[config.mk]
export PLATFORM = sky130hd
export DESIGN_NAME = ifetch_buffer
export DESIGN_NICKNAME = d
export VERILOG_FILES = /design/src/rtl/ifetch_pkg.sv /design/src/rtl/ifetch_line.sv /design/src/rtl/ifetch_buffer.sv
export SDC_FILE = /design/constraint.sdc
export NUM_CORES = 1
export LEC_CHECK = 0
export CORE_ASPECT_RATIO = 1.4
export CORE_MARGIN = 3
export CORE_UTILIZATION = 48
export DETAILED_ROUTE_END_ITERATION = 8
export GPL_TIMING_DRIVEN = 0
export PLACE_DENSITY = 0.88
export SYNTH_ARGS = -nofsm -noshare
export SYNTH_HDL_FRONTEND = slang
export SYNTH_SLANG_ARGS = --single-unit
[constraint.sdc]
create_clock -name clk -period 2.95 [get_ports clk]
set_input_delay 0.59 -clock clk [delete_from_list [all_inputs] [get_ports clk]]
set_output_delay 0.59 -clock clk [all_outputs]
set_load 0.02 [all_outputs]
[src/rtl/ifetch_pkg.sv]
// Shared types, line geometry and block-address helper for the instruction-fetch buffer.
// IFETCH_PREFETCH_EN adds the PFILL state used by the prefetch line.
package ifetch_pkg;

  localparam int LINE_WORDS = 4;
  localparam int LINE_W     = 64;
  localparam int WORD_W     = LINE_W / LINE_WORDS;

  typedef enum logic [1:0] {
    IDLE,
`ifdef IFETCH_PREFETCH_EN
    PFILL,
`endif
    FILL
  } state_e;

  function automatic logic [15:0] blockAddr(input logic [15:0] addr);
    return {addr[15:2], 2'b00};
  endfunction

endpackage

[src/rtl/ifetch_line.sv]
// One buffered 4-word block: valid/tag cleared on reset, data loaded on fill, tag compare for lookup.
import ifetch_pkg::*;

module ifetch_line (
  input  logic              clk,
  input  logic              rstn,
  input  logic              fill_en,
  input  logic [13:0]       fill_tag,
  input  logic [LINE_W-1:0] fill_data,
  input  logic [13:0]       lookup_tag,
  output logic              hit,
  output logic [LINE_W-1:0] data
);

  logic              valid_q, valid_d;
  logic [13:0]       tag_q, tag_d;
  logic [LINE_W-1:0] data_q, data_d;

  always_comb begin
    valid_d = valid_q;
    tag_d   = tag_q;
    data_d  = data_q;
    if (fill_en) begin
      valid_d = 1'b1;
      tag_d   = fill_tag;
      data_d  = fill_data;
    end
  end

  always_ff @(posedge clk or negedge rstn) begin
    if (!rstn) begin
      valid_q <= 1'b0;
      tag_q   <= '0;
    end else begin
      valid_q <= valid_d;
      tag_q   <= tag_d;
    end
  end

  // Payload is only meaningful behind valid_q, so it needs no reset.
  always_ff @(posedge clk) begin
    data_q <= data_d;
  end

  assign hit  = valid_q && (tag_q == lookup_tag);
  assign data = data_q;

endmodule

[src/rtl/ifetch_buffer.sv]
// Instruction-fetch line buffer: serves 16-bit fetches from a 64-bit block, refilling over startReqI/reqFinishI.
// Define IFETCH_PREFETCH_EN to add a next-block prefetch line (state PFILL).
import ifetch_pkg::*;

module ifetch_buffer #(
  parameter int MISS_CNT_W = 16
) (
  input  logic                  clk,
  input  logic                  rstn,
  input  logic                  fetchEn,
  input  logic [15:0]           fetchAddr,
  output logic [15:0]           instr,
  output logic                  instrValid,
  output logic                  startReqI,
  output logic [15:0]           inAddrI,
  input  logic [LINE_W-1:0]     outDataI,
  input  logic                  reqFinishI,
  output logic [MISS_CNT_W-1:0] missCount
);

  function automatic logic [MISS_CNT_W-1:0] sat_inc(input logic [MISS_CNT_W-1:0] v);
    return (&v) ? v : v + {{(MISS_CNT_W-1){1'b0}}, 1'b1};
  endfunction

  state_e                  state_q, state_d;
  logic [15:0]             in_addr_q, in_addr_d;
  logic [MISS_CNT_W-1:0]   miss_cnt_q, miss_cnt_d;
  logic                    start_req;
  logic                    line_fill_en;
  logic [13:0]             line_fill_tag;
  logic [LINE_W-1:0]       line_fill_data;
  logic                    line_hit;
  logic [LINE_W-1:0]       line_data;
  logic                    copy_hit;
  logic [LINE_W-1:0]       copy_data;

  ifetch_line u_line (
    .clk        (clk),
    .rstn       (rstn),
    .fill_en    (line_fill_en),
    .fill_tag   (line_fill_tag),
    .fill_data  (line_fill_data),
    .lookup_tag (fetchAddr[15:2]),
    .hit        (line_hit),
    .data       (line_data)
  );

`ifdef IFETCH_PREFETCH_EN
  logic              pf_fill_en;
  logic              pf_pending_q, pf_pending_d;

  ifetch_line u_pf (
    .clk        (clk),
    .rstn       (rstn),
    .fill_en    (pf_fill_en),
    .fill_tag   (in_addr_q[15:2]),
    .fill_data  (outDataI),
    .lookup_tag (fetchAddr[15:2]),
    .hit        (copy_hit),
    .data       (copy_data)
  );
`else
  assign copy_hit  = 1'b0;
  assign copy_data = '0;
`endif

  always_comb begin
    state_d        = state_q;
    in_addr_d      = in_addr_q;
    miss_cnt_d     = miss_cnt_q;
    start_req      = 1'b0;
    line_fill_en   = 1'b0;
    line_fill_tag  = in_addr_q[15:2];
    line_fill_data = outDataI;
`ifdef IFETCH_PREFETCH_EN
    pf_fill_en     = 1'b0;
    pf_pending_d   = 1'b0;
`endif
    case (state_q)
      IDLE: begin
        if (fetchEn && !line_hit) begin
          miss_cnt_d = sat_inc(miss_cnt_q);
          if (copy_hit) begin
            // Block already sits in the prefetch line: promote it without touching the ROM.
            line_fill_en   = 1'b1;
            line_fill_tag  = fetchAddr[15:2];
            line_fill_data = copy_data;
          end else begin
            start_req = 1'b1;
            in_addr_d = blockAddr(fetchAddr);
            state_d   = FILL;
          end
        end
`ifdef IFETCH_PREFETCH_EN
        else if (pf_pending_q) begin
          start_req = 1'b1;
          in_addr_d = in_addr_q + 16'd4;
          state_d   = PFILL;
        end
`endif
      end
      FILL: begin
        if (reqFinishI) begin
          line_fill_en = 1'b1;
          state_d      = IDLE;
`ifdef IFETCH_PREFETCH_EN
          pf_pending_d = 1'b1;
`endif
        end
      end
`ifdef IFETCH_PREFETCH_EN
      PFILL: begin
        if (reqFinishI) begin
          pf_fill_en = 1'b1;
          state_d    = IDLE;
        end
      end
`endif
      default: state_d = IDLE;
    endcase
  end

  always_ff @(posedge clk or negedge rstn) begin
    if (!rstn) begin
      state_q    <= IDLE;
      in_addr_q  <= '0;
      miss_cnt_q <= '0;
`ifdef IFETCH_PREFETCH_EN
      pf_pending_q <= 1'b0;
`endif
    end else begin
      state_q    <= state_d;
      in_addr_q  <= in_addr_d;
      miss_cnt_q <= miss_cnt_d;
`ifdef IFETCH_PREFETCH_EN
      pf_pending_q <= pf_pending_d;
`endif
    end
  end

  assign instrValid = fetchEn && line_hit && (state_q != FILL);
  assign instr      = instrValid ? line_data[{fetchAddr[1:0], 4'b0000} +: WORD_W] : '0;
  assign startReqI  = start_req;
  assign inAddrI    = start_req ? in_addr_d : in_addr_q;
  assign missCount  = miss_cnt_q;

endmodule
-- Yosys cells after proc, flatten, opt, wreduce, memory -nomap -nowiden
Cells that the tools add are included.
- $add $sub $neg: 1
- equal/unequal tests: 5
- shift-type cells: 1
- mux-type cells: 11
- bitwise operators: 1
- reduce and logical (&&, ||, !) cells: 9
- operator list (cell ; count):
    16-bit two-way mux ; 4
    64-bit by 7-bit variable part select with 16-bit output ; 1
    16-bit by 1-bit adder with 16-bit output (second input constant) ; 1
    16-bit AND reduction ; 1
    14-bit equality test ; 1
    1-bit logical AND ; 4
    1-bit two-way mux ; 4
    2-bit two-way mux ; 2
    2-bit != test (second input constant) ; 2
    2-bit case mux with 2 select lines ; 1
    3-bit AND reduction ; 1
    2-bit by 1-bit equality test with 1-bit output (second input constant) ; 1
    2-bit zero test ; 1
    2-bit by 1-bit != test with 1-bit output (second input constant) ; 1
    2-bit AND reduction ; 1
    1-bit zero test ; 1
    1-bit inverter ; 1
- register bits: 113
- output and inout bits: 50
- word-level logic and storage cells: 34

-- Logic depth before layout (Yosys ltp)
Gate-level depths: netlist (run 1).
- depth after elaboration: 7
- mapped depth: 6
- gate-level depth less buffers: 6

-- Cells and area by module
A second synthesis (run 1) with hierarchy kept.
- cells, all modules: 311
- area total of the unflattened synthesis: 4700.8 um^2
- by module, submodules not included (module ; instances ; cells an instance ; area each (um^2) ; seq. area each (um^2)):
    ifetch_line ; 1 ; 115 ; 2685.1 ; 2297.2
    ifetch_buffer ; 1 ; 196 ; 2015.7 ; 825.8

-- Worst setup path before layout (run 1)
Ideal clock, no wire load.
- kind: input port to flip-flop
- start point: input port reqFinishI
- end point: register u_line.data_q[0] (netlist: u_line.data[0]) (enable)
- arrival time: 2273 ps
- slack: 259 ps
- stages: 3
- buffers on the path: 1
- cells stage by stage: nand2_1 -> clkbuf_1 -> inv_1
- cells in the longest elaborated chain, start to end: 2
- RTL lines (item ; RTL line ; source):
    from (decl) ; ifetch_buffer.sv:17 ; input logic reqFinishI,
    1-bit two-way mux ; ifetch_buffer.sv:103 ; if (reqFinishI) begin
    1-bit two-way mux ; n/a ;
    named net line_fill_en ; ifetch_buffer.sv:29 ; logic line_fill_en;
    to (signal assigned) ; ifetch_line.sv:42 ; data_q <= data_d;
    to (decl) ; ifetch_line.sv:17 ; logic [LINE_W-1:0] data_q, data_d;
The timed path passes the listed nets, and every way through them passes these cells.
A chain may end at the register's enable or synchronous reset.

-- Worst setup path in the final report (run 1)
- start point: input port fetchAddr[5]
- end point: output port inAddrI[3]
- cells in the longest elaborated chain, start to end: 7
- elaborated cells between the ends (all ways): 9
- RTL lines (item ; RTL line ; source):
    from (decl) ; ifetch_buffer.sv:11 ; input logic [15:0] fetchAddr,
    14-bit equality test * ; ifetch_line.sv:45 ; assign hit = valid_q && (tag_q == lookup_tag);
    1-bit logical AND * ; ifetch_line.sv:45 ;
    1-bit zero test * ; ifetch_buffer.sv:81 ; if (fetchEn && !line_hit) begin
    1-bit logical AND * ; ifetch_buffer.sv:81 ;
    16-bit two-way mux or 1-bit two-way mux (tied branches) ; ifetch_buffer.sv:81 ;
    16-bit two-way mux or 1-bit two-way mux (tied branches) ; ifetch_buffer.sv:79 ; case (state_q)
    16-bit two-way mux * ; ifetch_buffer.sv:144 ; assign inAddrI = start_req ? in_addr_d : in_addr_q;
    to (decl) ; ifetch_buffer.sv:15 ; output logic [15:0] inAddrI,
Mark *: on every way between the ends. The rest lies on a longest branch, timed or not.

==> results by stage, run 1 <==
Yosys:
- The most common cell in the netlist is sky130_fd_sc_hd__edfxtp_1.
- The count of flip-flops with a built-in enable after synthesis is 64.
- Summed over all instances, the cell type with the most area after synthesis is sky130_fd_sc_hd__edfxtp_1.
- The share of the Yosys chip area taken by registers is 0.653.
- In the post-synthesis netlist, the biggest area contributors are sky130_fd_sc_hd__edfxtp_1, sky130_fd_sc_hd__dfrtp_1, sky130_fd_sc_hd__mux2_2.
- The synthesized design contains 112 register bits.
- The average instance area after synthesis is 16.1 sq um.
- The most used flip-flop cell after synthesis is sky130_fd_sc_hd__edfxtp_1.
- Counting every net in the synthesized netlist gives 383.
- In the synthesized netlist, the cells that appear most often are sky130_fd_sc_hd__edfxtp_1, sky130_fd_sc_hd__dfrtp_1, sky130_fd_sc_hd__mux2_2.
- The count of synthesis-stage warnings from yosys is 0.
- The synthesized netlist occupies a cell area of 4790 sq um.
- The share of synthesized area in the top cell type comes to 0.402.
- Synthesis handed over a netlist of 298 instances.
- The count of different cell masters after synthesis is 27.
- Counting flops with an async set or reset pin after synthesis yields a share of 0.429.

Route:
- The first routing iteration left 127 violations.
- The wire length after detailed routing is 11.1 mm.
- The mean routed wirelength per cell is 18.8 um.
- The routed via count is 3189.
- The detail route stage leaves a number of antenna-violating nets equal to 0.
- After detailed routing, the number of remaining DRC violations is 0.
- The first detailed-routing pass took 4 iterations.
- The ratio of routed vias to standard cells is 5.38.

Pwr:
- For this design the ratio of total power to cell area is 640 nW/um^2.
- The part of the total power dissipated in the clock network is 0.269.
- Across the VDD grid, the largest voltage drop is 0.000374 V.
- The switching power as a share of total power is 0.280.
- The share of total power in combinational logic is 0.247.
- The switching power is 1.21 mW.
- The leakage power total is 2.75 nW.
- The fraction of power consumed by sequential logic is 0.484.
- The internal power component is 3.10 mW.
- The post-route total power is 4.31 mW.

Cells and area:
- The total inserted antenna cells is 0.
- The number of nets in the layout is 541.
- The area overhead of the layout relative to synthesis is 40.8%.
- The filler cell count is 644.
- At the end of the flow the core is filled with cells to 0.705.
- The fraction of final layout cells sized beyond drive strength 1 is 0.351.

Critical path:
- Of all nets on the critical path, the largest fanout is 7.
- For the worst setup path, the data required time is 2.36 ns.
- By startpoint and endpoint, the worst setup path is classified as input pin to primary output.
- The endpoint arrival time on the critical path is 2.32 ns.
- The element type at the critical path end is a primary output.
- The startpoint type of the worst setup path is an input pin.

Clock network:
- Counting along the longest clock path gives a buffer depth of 2.
- Clock-pin slew was measured on the worst setup and hold paths at 0.08 ns.
- The TritonCTS clock tree is built.
- The number of clock sinks is 112.
- The number of clock buffers added by TritonCTS is 9.
- The cell chosen for the clock root is sky130_fd_sc_hd__clkbuf_16.
- CTS built an H-tree with a depth of 3.
- Clock latency on the worst-skew pair, taken at its later pin, is 0.35 ns.

Run:
- The tool flagged a number of max-cap violations equal to 0.

Global routing:
- The initial antenna violation count was 0.
- Entering global routing, the biggest net connects 43 pins.
- The number of global-route vias before repair came to 3352.
- The first global-routing pass estimated 16.9 mm of wire.
- The total global routing overflow is 0.
- For this run, the total global-route usage over all layers was measured as 0.200.

STA:
- Measured against its own limit, the worst slew margin works out to 0.589.
- The final count of hold timing violations is 0.
- The final critical-path share of the clock period is 0.986.
- Summed over all failing endpoints, the final setup total negative slack is 0 ns.
- The total of endpoints with negative setup slack in the final report is 0.
- The post-route worst hold slack is 0.0716 ns.
- The number of max-slew violations in the final report came to 0.
- The highest clock rate is 0.344 GHz.
- The transition time at the pin with the least slew margin is 0.616 ns.
- The post-route clock skew is 0.0125 ns.
- The minimum clock period is 2.91 ns.

Placement:
- The number of input and output port buffers inserted is 131.
- Detailed placement ended at an HPWL of 7.89 mm.
- At the end of routability-driven placement, the weighted congestion stood at 0.788.

Floorplan:
- The number of ports placed on the die boundary is 134.
- The width of the die is 90.4 um.
- The die boundary height is 124 um.
- The initial utilization of the core area, before any placement, comes to 0.500.
- The floorplan row count is 42.
- The core area is 9560 sq um.
- The die footprint is 11200 sq um.

Hold path:
- The worst hold-check path type is input pin to asynchronous set/reset pin.

Status:
- The run finished with clean final reports.
-- power by group through the flow --
stage                     clock, mW  combinational [mW]  sequential [mW]
after CTS                      1.19                1.01             2.08
after global routing           1.23                1.13             2.12
final                          1.16                1.07             2.09
after detailed placement          0               0.971             2.09
after global placement            0               0.933             2.07
after floorplan                   0               0.523             2.10
-- stage by stage --
step                cells  worst slack (ns)  instance area, sq um
global route          593           -0.0168                  6740
CTS                   583           -0.0302                  6670
finish                593            0.0419                  6740
detailed placement    563             -1.56                  6300
global placement      561             -1.52                  6260
floorplan             298             0.259                  4790
-- critical path, cell delays in order --
cell                            delay, ns
sky130_fd_sc_hd__dlygate4sd2_1       0.29
sky130_fd_sc_hd__xnor2_2             0.17
sky130_fd_sc_hd__nand4_1             0.16
sky130_fd_sc_hd__nor4_4              0.35
sky130_fd_sc_hd__nor2_4              0.13
sky130_fd_sc_hd__mux2_2              0.30
sky130_fd_sc_hd__dlygate4sd2_1       0.32
-- routing by layer --
| metal | vias up | track usage | share of wire |
|---|---|---|---|
| met4 | 0 | 0.0900 | 0.017 |
| li1 | 1454 | - | - |
| met5 | - | 0 | 0 |
| met2 | 121 | 0.383 | 0.58 |
| met1 | 1601 | 0.216 | 0.35 |
| met3 | 13 | 0.0332 | 0.047 |
-- registers in the layout, summed over array words and instances, names as in the netlist --
name,count
state_q,1
in_addr_q,16
u_line.valid_q,1
u_line.tag_q,14
u_line.data,64
missCount,16
-- path summary, 6_finish.rpt --
path,start,slack (ns),depth (start not counted),end
hold / removal,rstn,0.07,1,missCount[5]$_DFFE_PN0P_
hold reg to reg,missCount[5]$_DFFE_PN0P_,0.50,1,missCount[5]$_DFFE_PN0P_
max in group asynchronous,rstn,2.40,2,in_addr_q[8]$_DFF_PN0_
setup reg to reg,state_q[0]$_DFFE_PN0P_,0.80,4,u_line.data[28]$_DFFE_PP_
min in group clk,missCount[5]$_DFFE_PN0P_,0.50,1,missCount[5]$_DFFE_PN0P_
setup / recovery,fetchAddr[5],0.04,7,inAddrI[3]
-- logic make-up (layout without fill, tap and decap cells) --
kind of cell / after synthesis / in the layout / share of synthesized area
AOI/OAI and AO/OA: 2 / 2 / 0.00314
xor gates and xnor gates: 28 / 28 / 0.0512
adders and majority gates: 1 / 1 / 0.00261
buffers and inverters: 16 / 179 / 0.0178
DFF: 112 / 112 / 0.653
muxes: 60 / 60 / 0.179
and+or+nand+nor: 79 / 79 / 0.0939
-- placed cells by master, fill, tap and decap left out, types with 3 or more instances in the layout --
| cell type | netlist | routed |
|---|---|---|
| sky130_fd_sc_hd__clkdlybuf4s50_1 | 0 | 82 |
| sky130_fd_sc_hd__edfxtp_1 | 64 | 64 |
| sky130_fd_sc_hd__dfrtp_1 | 48 | 48 |
| sky130_fd_sc_hd__mux2_2 | 44 | 44 |
| sky130_fd_sc_hd__clkbuf_2 | 0 | 19 |
| sky130_fd_sc_hd__and3_1 | 17 | 17 |
| sky130_fd_sc_hd__mux4_2 | 16 | 16 |
| sky130_fd_sc_hd__nand4_1 | 15 | 15 |
| sky130_fd_sc_hd__buf_4 | 0 | 15 |
| sky130_fd_sc_hd__xnor2_2 | 0 | 14 |
| sky130_fd_sc_hd__xor2_1 | 14 | 14 |
| sky130_fd_sc_hd__clkdlybuf4s15_2 | 0 | 13 |
| sky130_fd_sc_hd__buf_2 | 2 | 12 |
| sky130_fd_sc_hd__clkbuf_16 | 0 | 10 |
| sky130_fd_sc_hd__nor2_1 | 9 | 9 |
| sky130_fd_sc_hd__nand2_1 | 9 | 8 |
| sky130_fd_sc_hd__nor3_1 | 8 | 8 |
| sky130_fd_sc_hd__dlygate4sd2_1 | 0 | 7 |
| sky130_fd_sc_hd__nor2b_1 | 5 | 4 |
| sky130_fd_sc_hd__nand3_1 | 5 | 4 |
| sky130_fd_sc_hd__inv_1 | 4 | 3 |
| sky130_fd_sc_hd__nor4_1 | 4 | 3 |
-- final cells by class --
type,instances,area (sq um),share of cell area
repair buffers,147,1350,0.200
flip-flops and latches,112,3120,0.463
inverters,4,15.0,0.00223
clock buffers,11,243,0.0360
multi-input cells,170,1710,0.254
plain buffers,12,95.1,0.0141
clock inverters,5,38.8,0.00576
well taps,132,165,0.0245
-- repair_timing --
item | in CTS | in global routing
gates cloned | 0 | 1
endpoints found under the hold margin | 0 | 0
setup buffers | 4 | 9
hold buffers | 0 | 0
pin swaps | 19 | 15
endpoints found under the setup margin | 34 | 32
resized for setup | 136 | 38
Note: power is estimated with default switching activity, not from simulation.
==> run 2, diff against run 1 <==
--- a/config.mk
+++ b/config.mk
@@ -7,10 +7,10 @@
 export LEC_CHECK = 0
 export CORE_ASPECT_RATIO = 1.4
 export CORE_MARGIN = 3
-export CORE_UTILIZATION = 48
+export CORE_UTILIZATION = 52
 export DETAILED_ROUTE_END_ITERATION = 8
 export GPL_TIMING_DRIVEN = 0
-export PLACE_DENSITY = 0.88
+export PLACE_DENSITY = 0.94
 export SYNTH_ARGS = -nofsm -noshare
 export SYNTH_HDL_FRONTEND = slang
 export SYNTH_SLANG_ARGS = --single-unit
==> constraint.sdc (replaced) <==
create_clock -name clk -period 3.4 [get_ports clk]
set_input_delay 0.68 -clock clk [delete_from_list [all_inputs] [get_ports clk]]
set_output_delay 0.68 -clock clk [all_outputs]
set_load 0.02 [all_outputs]
==> run 2 against run 1 <==
  * Sequential cell count stayed put
  * Count of clock-buffer cells in the layout down 2
  * Power fell by 11%
  * Sequential power shrank 13%
  * Die area down 7.3%
  * Final area down 0.35%
  * Critical endpoint is now inAddrI[11]
  * Sequential share of layout area rose by 0.16 points
  * Combinational power fell by 16%
  * Largest cell class unchanged
==> results by stage, run 2 (synthesis gave the netlist of run 1 again) <==
Cells and area:
- The number of antenna diodes in the final layout is 0.
- The area used by sequential logic in the layout is 3120 sq um.
- In the final layout, the multi-input gates occupy 1690 sq um.
- Fill cells in the final layout number 530.
- Relative to the synthesized area, the layout overhead comes to 40.3%.
- The library cell used most frequently in the layout, excluding fill and tap cells, is sky130_fd_sc_hd__clkdlybuf4s50_1.
- In the final layout, the share of cells above drive strength 1 is 0.242.
- The net count of the finished layout is 531.
- At the end of the flow the core is filled with cells to 0.767.
- The library cells used most frequently in the layout, excluding fill and tap cells, are sky130_fd_sc_hd__clkdlybuf4s50_1, sky130_fd_sc_hd__edfxtp_1, sky130_fd_sc_hd__dfrtp_1.
- The register with the most flip-flops in the layout has 64 of them.

Floorplan:
- In this run the core area contains 40 standard-cell rows.
- The die footprint is 10400 sq um.
- The die boundary height is 120 um.
- For this design the top-level I/O count stands at 134.
- The width of the die is 87.1 um.
- The floorplan step defined a core boundary enclosing 8760 sq um.
- The starting density of the core is 0.546.

Clock network:
- The maximum level of the CTS H-tree is 3.
- The TritonCTS clock tree is built.
- In this run, CTS created clock tree buffers numbering 9.
- After clock tree synthesis, the clock-pin slew on the worst setup and hold paths is 0.07 ns.
- The clock tree buffer depth is 2.
- The cell chosen for the clock root is sky130_fd_sc_hd__clkbuf_16.
- The clock latency on the worst-skew pair is 0.34 ns.
- The number of clock sinks is 112.

STA:
- The final critical-path share of the clock period is 0.987.
- Across the routed clock network, the largest skew measured is 0.00835 ns.
- The transition time at the pin with the least slew margin is 0.618 ns.
- The final count of hold timing violations was 0.
- Setup repair after global routing left no endpoint under its margin.
- The highest clock rate is 0.298 GHz.
- The worst pin sits at a relative slew slack of 0.588.
- The minimum clock period is 3.36 ns.
- The post-route worst hold slack is 0.209 ns.
- Setup violations remaining at the end of the flow were counted as 0.
- The number of max-slew violations in the final report is 0.

Route:
- Once detail routing completed, the nets flagged for antenna violations numbered 0.
- The iteration count of the initial detailed-routing pass is 4.
- The routed layout has 3126 vias.
- The mean routed wirelength per cell is 19.1 um.
- The first-iteration detailed-routing DRC count is 135.
- Wires add up to 10.6 mm.
- The post-route DRC violation count is 0.
- The ratio of routed vias to standard cells is 5.62.

Critical path:
- The critical path is of the input pin to primary output type.
- Along the worst path, the maximum fanout reaches 10.
- Data on the critical path is required at its endpoint by 2.72 ns.
- The worst setup path is launched from an input pin.
- The endpoint arrival time on the critical path is 2.68 ns.
- STA classifies the critical path endpoint as a primary output.
- The number of cells on the worst reg-to-reg path is 7.

Hold path:
- The path class of the tightest hold or removal check is input pin to asynchronous set/reset pin.

Global routing:
- The initial antenna violation count is 0.
- The global-route total usage across every layer is 0.215.
- For this run the aggregate overflow at the end of global routing stands at 0.
- The number of global-route vias before repair is 3384.
- The global-route wire length before repair is 17.0 mm.
- The pin count of the biggest net entering global routing is 53.

Placement:
- Detailed placement ended at an HPWL of 7.80 mm.
- Port buffering added 131 buffers.
- Routability-driven placement finished with a final weighted congestion of 0.828.

Pwr:
- After layout, the design draws a total of 3.84 mW.
- Summed over all cells, the static leakage comes to 2.77 nW.
- IR analysis of the VDD net gives a maximum drop of 0.000403 V.
- In this run the power density over the cells is 572 nW/um^2.

Run:
- Max-cap violations in this run came to 0.

Status:
- The run finished with clean final reports.
-- run 2: path summary, 6_finish.rpt --
| kind | start | end | slack [ns] |
|---|---|---|---|
| setup / recovery | fetchAddr[5] | inAddrI[11] | 0.04 |
| hold / removal | rstn | missCount[12]$_DFFE_PN0P_ | 0.21 |
| setup reg to reg | u_line.tag_q[3]$_DFFE_PN0P_ | missCount[13]$_DFFE_PN0P_ | 1.31 |
| min in group clk | missCount[9]$_DFFE_PN0P_ | missCount[9]$_DFFE_PN0P_ | 0.49 |
| hold reg to reg | missCount[9]$_DFFE_PN0P_ | missCount[9]$_DFFE_PN0P_ | 0.49 |
| max in group asynchronous | rstn | u_line.tag_q[10]$_DFFE_PN0P_ | 2.71 |
-- run 2: layout make-up --
| type | instances | share of cell area |
|---|---|---|
| Sequential cell | 112 | 0.465 |
| Multi-Input combinational cell | 170 | 0.251 |
| Timing Repair Buffer | 137 | 0.200 |
| Clock buffer | 9 | 0.0335 |
| Tap cell | 105 | 0.0196 |
| Clock inverter | 7 | 0.0155 |
| Buffer | 12 | 0.0123 |
| Inverter | 4 | 0.00224 |
-- run 2: report_power, final --
| part | leakage (nW) | switching (mW) | internal, mW |
|---|---|---|---|
| sequential | 1.19 | 0.161 | 1.65 |
| clock | 0.154 | 0.478 | 0.655 |
| combinational | 1.43 | 0.404 | 0.494 |
| total | 2.77 | 1.04 | 2.80 |
-- run 2: layer usage --
layer,vias up,share of wire,track usage
li1,1433,-,-
met1,1562,0.37,0.248
met2,115,0.55,0.385
met3,16,0.052,0.0419
met4,0,0.025,0.0799
met5,-,0,0
-- run 2: per-stage QoR --
stage | instances | setup TNS (ns) | worst slack, ns | area [sq um]
final | 556 | 0 | 0.0448 | 6720
after global placement | 534 | -53.71 | -1.19 | 6230
after CTS | 556 | 0 | 0.00133 | 6700
after floorplan | 298 | 0 | 0.555 | 4790
after global routing | 556 | 0 | 0.0135 | 6720
after detailed placement | 536 | -29.66 | -1.20 | 6260
-- run 2: worst max-delay path, cell delays in order --
cell	delay, ns
sky130_fd_sc_hd__dlygate4sd2_1	0.29
sky130_fd_sc_hd__xnor2_2	0.21
sky130_fd_sc_hd__nand4_1	0.19
sky130_fd_sc_hd__nor4_4	0.41
sky130_fd_sc_hd__nor2_4	0.12
sky130_fd_sc_hd__buf_6	0.18
sky130_fd_sc_hd__mux2_2	0.27
sky130_fd_sc_hd__dlygate4sd2_1	0.32
-- run 2: timing repair --
action                     CTS  global route
pin swaps                   17             2
resized for setup           79             4
setup endpoints to repair   34            23
setup buffers                4             0
hold endpoints to repair     0             0
hold buffers                 0             0
==> RTL edit 1, RTL diff (flow settings as in run 1) <==
Add an input register stage for `fetchEn`, cleared by the reset; this delays it by one clock. The other inputs are not delayed to match.
--- a/src/rtl/ifetch_buffer.sv
+++ b/src/rtl/ifetch_buffer.sv
@@ -17,6 +17,16 @@
   input  logic                  reqFinishI,
   output logic [MISS_CNT_W-1:0] missCount
 );
+
+  logic fetchEn_q;
+
+  always_ff @(posedge clk or negedge rstn) begin
+    if (!rstn) begin
+      fetchEn_q <= '0;
+    end else begin
+      fetchEn_q <= fetchEn;
+    end
+  end
 
   function automatic logic [MISS_CNT_W-1:0] sat_inc(input logic [MISS_CNT_W-1:0] v);
     return (&v) ? v : v + {{(MISS_CNT_W-1){1'b0}}, 1'b1};
@@ -78,7 +88,7 @@
 `endif
     case (state_q)
       IDLE: begin
-        if (fetchEn && !line_hit) begin
+        if (fetchEn_q && !line_hit) begin
           miss_cnt_d = sat_inc(miss_cnt_q);
           if (copy_hit) begin
             // Block already sits in the prefetch line: promote it without touching the ROM.
@@ -138,7 +148,7 @@
     end
   end
 
-  assign instrValid = fetchEn && line_hit && (state_q != FILL);
+  assign instrValid = fetchEn_q && line_hit && (state_q != FILL);
   assign instr      = instrValid ? line_data[{fetchAddr[1:0], 4'b0000} +: WORD_W] : '0;
   assign startReqI  = start_req;
   assign inAddrI    = start_req ? in_addr_d : in_addr_q;
Formal check against the unedited RTL: not equivalent (Yosys sat finds a counterexample within 4 cycles, from zero or initial values and one cycle with rstn low).
==> RTL edit 1 against run 1 <==
Synthesized area grew 0.60%. Sequential share of layout area shrank 2.2 points. Sequential cell count grew 1. Design area grew 5.8%. Global-route usage grew 1.1 points. Worst setup slack lost 0.021 ns. Power grew 32%. Wire length grew 3.4%. Critical path type unchanged.
==> RTL edit 1: results (changes against run 1) <==
Run status
  • Status: finished, final reports clean (unchanged)

Global routing
  • Pin count of the biggest net entering global routing: 49 (was 43)
  • First-pass GRT wire length: 18.3 mm (was 16.9 mm)
  • Met1 global-route usage: 23.8% (was 21.6%)
  • Antenna violations before repair: 0 (unchanged)
  • Met3 layer usage reported by global route: 7.85% (was 3.32%)
  • Tot GR Track Use: 21.1% (was 20.0%)
  • Via count of the first global-routing pass: 3,569 (was 3,352)
  • Global-route track usage on met2: 36.8% (was 38.3%)

Drt
  • Vias after detailed routing: 3,254 (was 3,189)
  • Detailed-routing iteration count for the pre-antenna-repair pass: 4 (unchanged)
  • DR iter-0 viols: 159 (was 127)
  • Routed wire length: 11.5 mm (was 11.1 mm)

Place
  • Total of buffers placed on input and output ports: 131 (unchanged)
  • Placed instance area: 0.00633 mm² (was 0.00630 mm²)
  • Post-DP HPWL: 7.62 mm (was 7.89 mm)
  • RePlAce Congestion: 0.758 (was 0.788)
  • Pre-CTS setup slack: -1.12 ns (was -1.56 ns)

Pwr
  • Clock network fraction of design power: 36.1% (was 26.9%)
  • Fraction of power consumed by combinational cells: 24.9% (was 24.7%)
  • Sw Share: 27.2% (was 28.0%)
  • Peak supply drop: 0.483 mV (was 0.374 mV)
  • Leakage power total: 2.86 nW (was 2.75 nW)

Setup path
  • Cell family with most CP delay: simple AND/OR/NAND/NOR gates (unchanged)
  • Endpoint arrival time on the critical path: 2.34 ns (was 2.32 ns)
  • Max incr delay on CP: 0.41 ns (was 0.35 ns)
  • Worst path slowest cell: nor4_4 (unchanged)
  • CP Max Fanout: 7 (unchanged)

Synth
  • Sequential-to-total area share from yosys stat: 65.4% (was 65.3%)
  • Async set or reset register ratio after synthesis: 43.4% (was 42.9%)
  • Most area-consuming cells after synthesis: edfxtp_1 40%, dfrtp_1 25%, mux2_2 10% (unchanged)
  • Commonest register cell after synthesis: edfxtp_1 (unchanged)
  • Post-synth EDFFs: 64 (unchanged)
  • Commonest cells post-synth: 64 x edfxtp_1, 49 x dfrtp_1, 44 x mux2_2, 19 x and3_1, 16 x mux4_2 (was 64 x edfxtp_1, 48 x dfrtp_1, 44 x mux2_2, 17 x and3_1, 16 x mux4_2)
  • Synthesis warning total: 0 (unchanged)
  • Net Count, Synth: 383 (unchanged)
  • Number of distinct standard cells referenced by the synthesized netlist: 28 (was 27)

CTS
  • Number of buffers created by CTS: 17 (was 9)
  • Worst-Skew Late Latency: 0.40 ns (was 0.35 ns)
  • Clock-pin transition on the worst setup and hold timing paths: 0.05 ns (was 0.08 ns)
  • Htree depth: 4 (was 3)

STA
  • Largest clock skew in the final design: 0.00687 ns (was 0.0125 ns)
  • Worst-margin pin slew: 0.595 ns (was 0.616 ns)

Layout
  • Antenna diode count: 0 (unchanged)
  • Final core area utilization: 74.1% (was 70.5%)
  • Filler cell count: 571 (was 644)
  • Fraction of final layout cells with drive strength greater than 1: 36.3% (was 35.1%)
  • Final Net Count: 552 (was 541)
-- RTL edit 1: per-stage QoR --
stage	TNS, ns	hold WS, ns	power [mW]	instances
floorplan	0	0.294	2.88	298
global placement	-89.35	0.472	3.39	561
detailed placement	-31.75	0.487	3.45	563
CTS	-0.165	0.139	5.67	601
global route	-1.15	0.154	5.95	612
finish	0	0.146	5.71	612
-- RTL edit 1: cell families after synthesis --
family	count (synthesis)	synth area share, %
multiplexers	60	17.8
AO/OA/AOI/OAI	1	0.130
XOR/XNOR	28	5.09
adder cells (fa/ha/maj)	1	0.260
flip-flops	113	65.4
AND/OR/NAND/NOR	78	9.51
buffers and inverters	17	1.85
-- RTL edit 1: cell type report --
class,instances,area share (%)
clock inverter,13,2.35
tap,132,2.32
buffer,14,1.37
sequential,113,44.1
clock buffer,19,6.07
inverter,3,0.158
timing repair buffer,150,19.5
multi-input combinational,168,24.1
-- RTL edit 1: what timing repair did --
item | in CTS | in global routing
cloned | 1 | 1
resized for setup | 157 | 56
setup endpoints to repair | 34 | 33
pin swaps | 18 | 13
setup buffers | 5 | 10
-- RTL edit 1: final timing paths --
kind	startpoint	to	slack [ns]	depth (start not counted)
worst max-delay path	fetchAddr[11]	inAddrI[14]	0.02	8
worst min-delay path	rstn	u_line.tag_q[8]	0.15	1
worst max register to register	u_line.tag_q[11]	missCount[8]	0.82	8
worst min register to register	in_addr_q[0]	in_addr_q[0]	0.50	1
max in group asynchronous	rstn	missCount[9]	2.28	2
min in group clk	in_addr_q[0]	in_addr_q[0]	0.50	1
-- RTL edit 1: per-layer routing --
layer / part of all wire (%) / vias up
li1: - / 1479
met5: 0 / -
met3: 6.5 / 16
met2: 55 / 131
met1: 38 / 1628
met4: 1.3 / 0
==> RTL edit 2, RTL diff (settings of run 1) <==
Made on the original files. Build with the macro `IFETCH_PREFETCH_EN` defined.
--- a/src/rtl/ifetch_pkg.sv
+++ b/src/rtl/ifetch_pkg.sv
@@ -1,5 +1,7 @@
 // Shared types, line geometry and block-address helper for the instruction-fetch buffer.
 // IFETCH_PREFETCH_EN adds the PFILL state used by the prefetch line.
+`define IFETCH_PREFETCH_EN
+
 package ifetch_pkg;
 
   localparam int LINE_WORDS = 4;
Function: changed (a bounded check fails within 4 cycles, from zero or initial values and one cycle with rstn low).
==> RTL edit 2 against run 1 <==
Worst setup slack worse by 0.62 ns. The run now ends with setup timing left. Highest routed layer unchanged. Cell count is 76% higher. Critical path depth is 3 higher. Utilization is 2.1 points lower. Clock skew is 0.0031 ns higher. Synthesized area is 83% higher. Sequential cell count is 81 higher. Power is 120% higher. Wire length is 120% higher. Largest cell class unchanged. Sequential power is 91% higher. Largest power group unchanged. Hold slack better by 0.19 ns. First-iteration DRC count grew to 3.8 times the old value. Design area is 79% higher.
==> RTL edit 2: results (changes against run 1) <==
Run status
  • Status: finished with violations (was finished, final reports clean)
  • Violated checks: setup timing

Setup path
  • Worst setup SP type: flop (was input pin)
  • Worst flop-to-flop path startpoint: u_line.tag_q[0] (was state_q[0])
  • Worst-case reg-to-reg path depth: 8 (was 4)

STA
  • Post-Route Setup TNS: -17.17 ns (was 0 ns)
  • Final critical-path setup slack: -0.574 ns (was 0.0419 ns)
  • Remaining max-slew budget at the tightest pin: 35.6% (was 58.9%)
  • Largest clock skew in the final design: 0.0155 ns (was 0.0125 ns)
  • Endpoints failing setup: 34 (was 0)

CTS
  • Htree depth: 4 (was 3)
  • Number of buffers created by CTS: 17 (was 9)

Drt
  • DR iter-0 viols: 483 (was 127)
  • Vias after detailed routing: 6,191 (was 3,189)
  • Detailed-routing iteration count for the pre-antenna-repair pass: 5 (was 4)

Layout
  • Final Net Count: 880 (was 541)
  • Filler cell count: 1,155 (was 644)

Place
  • RePlAce Congestion: 0.883 (was 0.788)

Synth
  • Async set or reset register ratio after synthesis: 33.7% (was 42.9%)
  • Number of distinct standard cells referenced by the synthesized netlist: 52 (was 27)
  • Net Count, Synth: 689 (was 383)
  • Commonest cells post-synth: 128 x edfxtp_1, 76 x mux2_2, 65 x dfrtp_1, 35 x xnor2_1 (was 64 x edfxtp_1, 48 x dfrtp_1, 44 x mux2_2, 17 x and3_1, 16 x mux4_2)

Global routing
  • Pin count of the biggest net entering global routing: 66 (was 43)
  • Antenna violations before repair: 1 (was 0)
  • Via count of the first global-routing pass: 6,309 (was 3,352)
==> RTL edit 2: metrics by stage <==
stage	cell area (µm²)	hold WS, ns	std cells
final	12000	0.261	1041
after global routing	12000	0.295	1040
after CTS	11400	0.266	1024
after detailed placement	10400	0.462	967
after global placement	10400	0.452	966
after floorplan	8780	0.294	600
==> RTL edit 2: metal layers <==
layer,part of all wire [%],wire (µm),track usage (%),vias up
met2,54,13200,38.9,313
met4,3.1,764,8.33,0
met3,6.4,1560,5.38,73
met5,0,0,0,-
met1,37,9030,25.4,3142
li1,-,-,-,2663
==> RTL edit 2: final timing paths <==
check | slack [ns] | to
setup / recovery | -0.57 | inAddrI[8]
hold / removal | 0.26 | in_addr_q[14]
setup reg to reg | 0.05 | u_line.data[39]
hold reg to reg | 0.49 | in_addr_q[0]
max in group asynchronous | 2.11 | missCount[12]
min in group clk | 0.49 | in_addr_q[0]
==> RTL edit 2: area by class of cell <==
| type | instances | area (µm²) | share of cell area, % |
|---|---|---|---|
| buffer | 27 | 204 | 1.69 |
| multi-input combinational | 365 | 3660 | 30.4 |
| clock inverter | 15 | 219 | 1.82 |
| timing repair buffer | 174 | 1720 | 14.3 |
| tap | 236 | 295 | 2.45 |
| clock buffer | 17 | 425 | 3.53 |
| inverter | 13 | 48.8 | 0.405 |
| sequential | 193 | 5470 | 45.4 |
| antenna | 1 | 2.50 | 0.0208 |
==> RTL edit 2: power groups by stage <==
stage	Combinational, mW	Sequential (mW)	Clock, mW
global placement	2.23	3.93	0
finish	3.05	4.00	2.49
CTS	2.56	3.94	2.52
global route	3.21	4.05	2.63
detailed placement	2.29	3.96	0
floorplan	1.47	3.89	0
==> RTL edit 2: cell families (layout without fill, tap and decap cells) <==
| kind of cell | count (synthesis) | in the layout | share of synthesized area [%] |
|---|---|---|---|
| mux | 106 | 106 | 15.5 |
| other cells | 0 | 1 | 0 |
| compound gates | 72 | 72 | 5.95 |
| xor+xnor | 43 | 43 | 4.30 |
| buf+inv | 44 | 246 | 2.57 |
| flops | 193 | 193 | 62.4 |
| fa+ha+maj | 5 | 5 | 0.714 |
| simple gates | 137 | 139 | 8.57 |
==> RTL edit 2: repair_timing <==
item | 4_1_cts | 5_1_grt
pin swaps | 24 | 27
cloned | 1 | 3
setup endpoints to repair | 160 | 76
hold endpoints to repair | 0 | 0
gates resized for setup | 269 | 97
setup buffers | 25 | 17
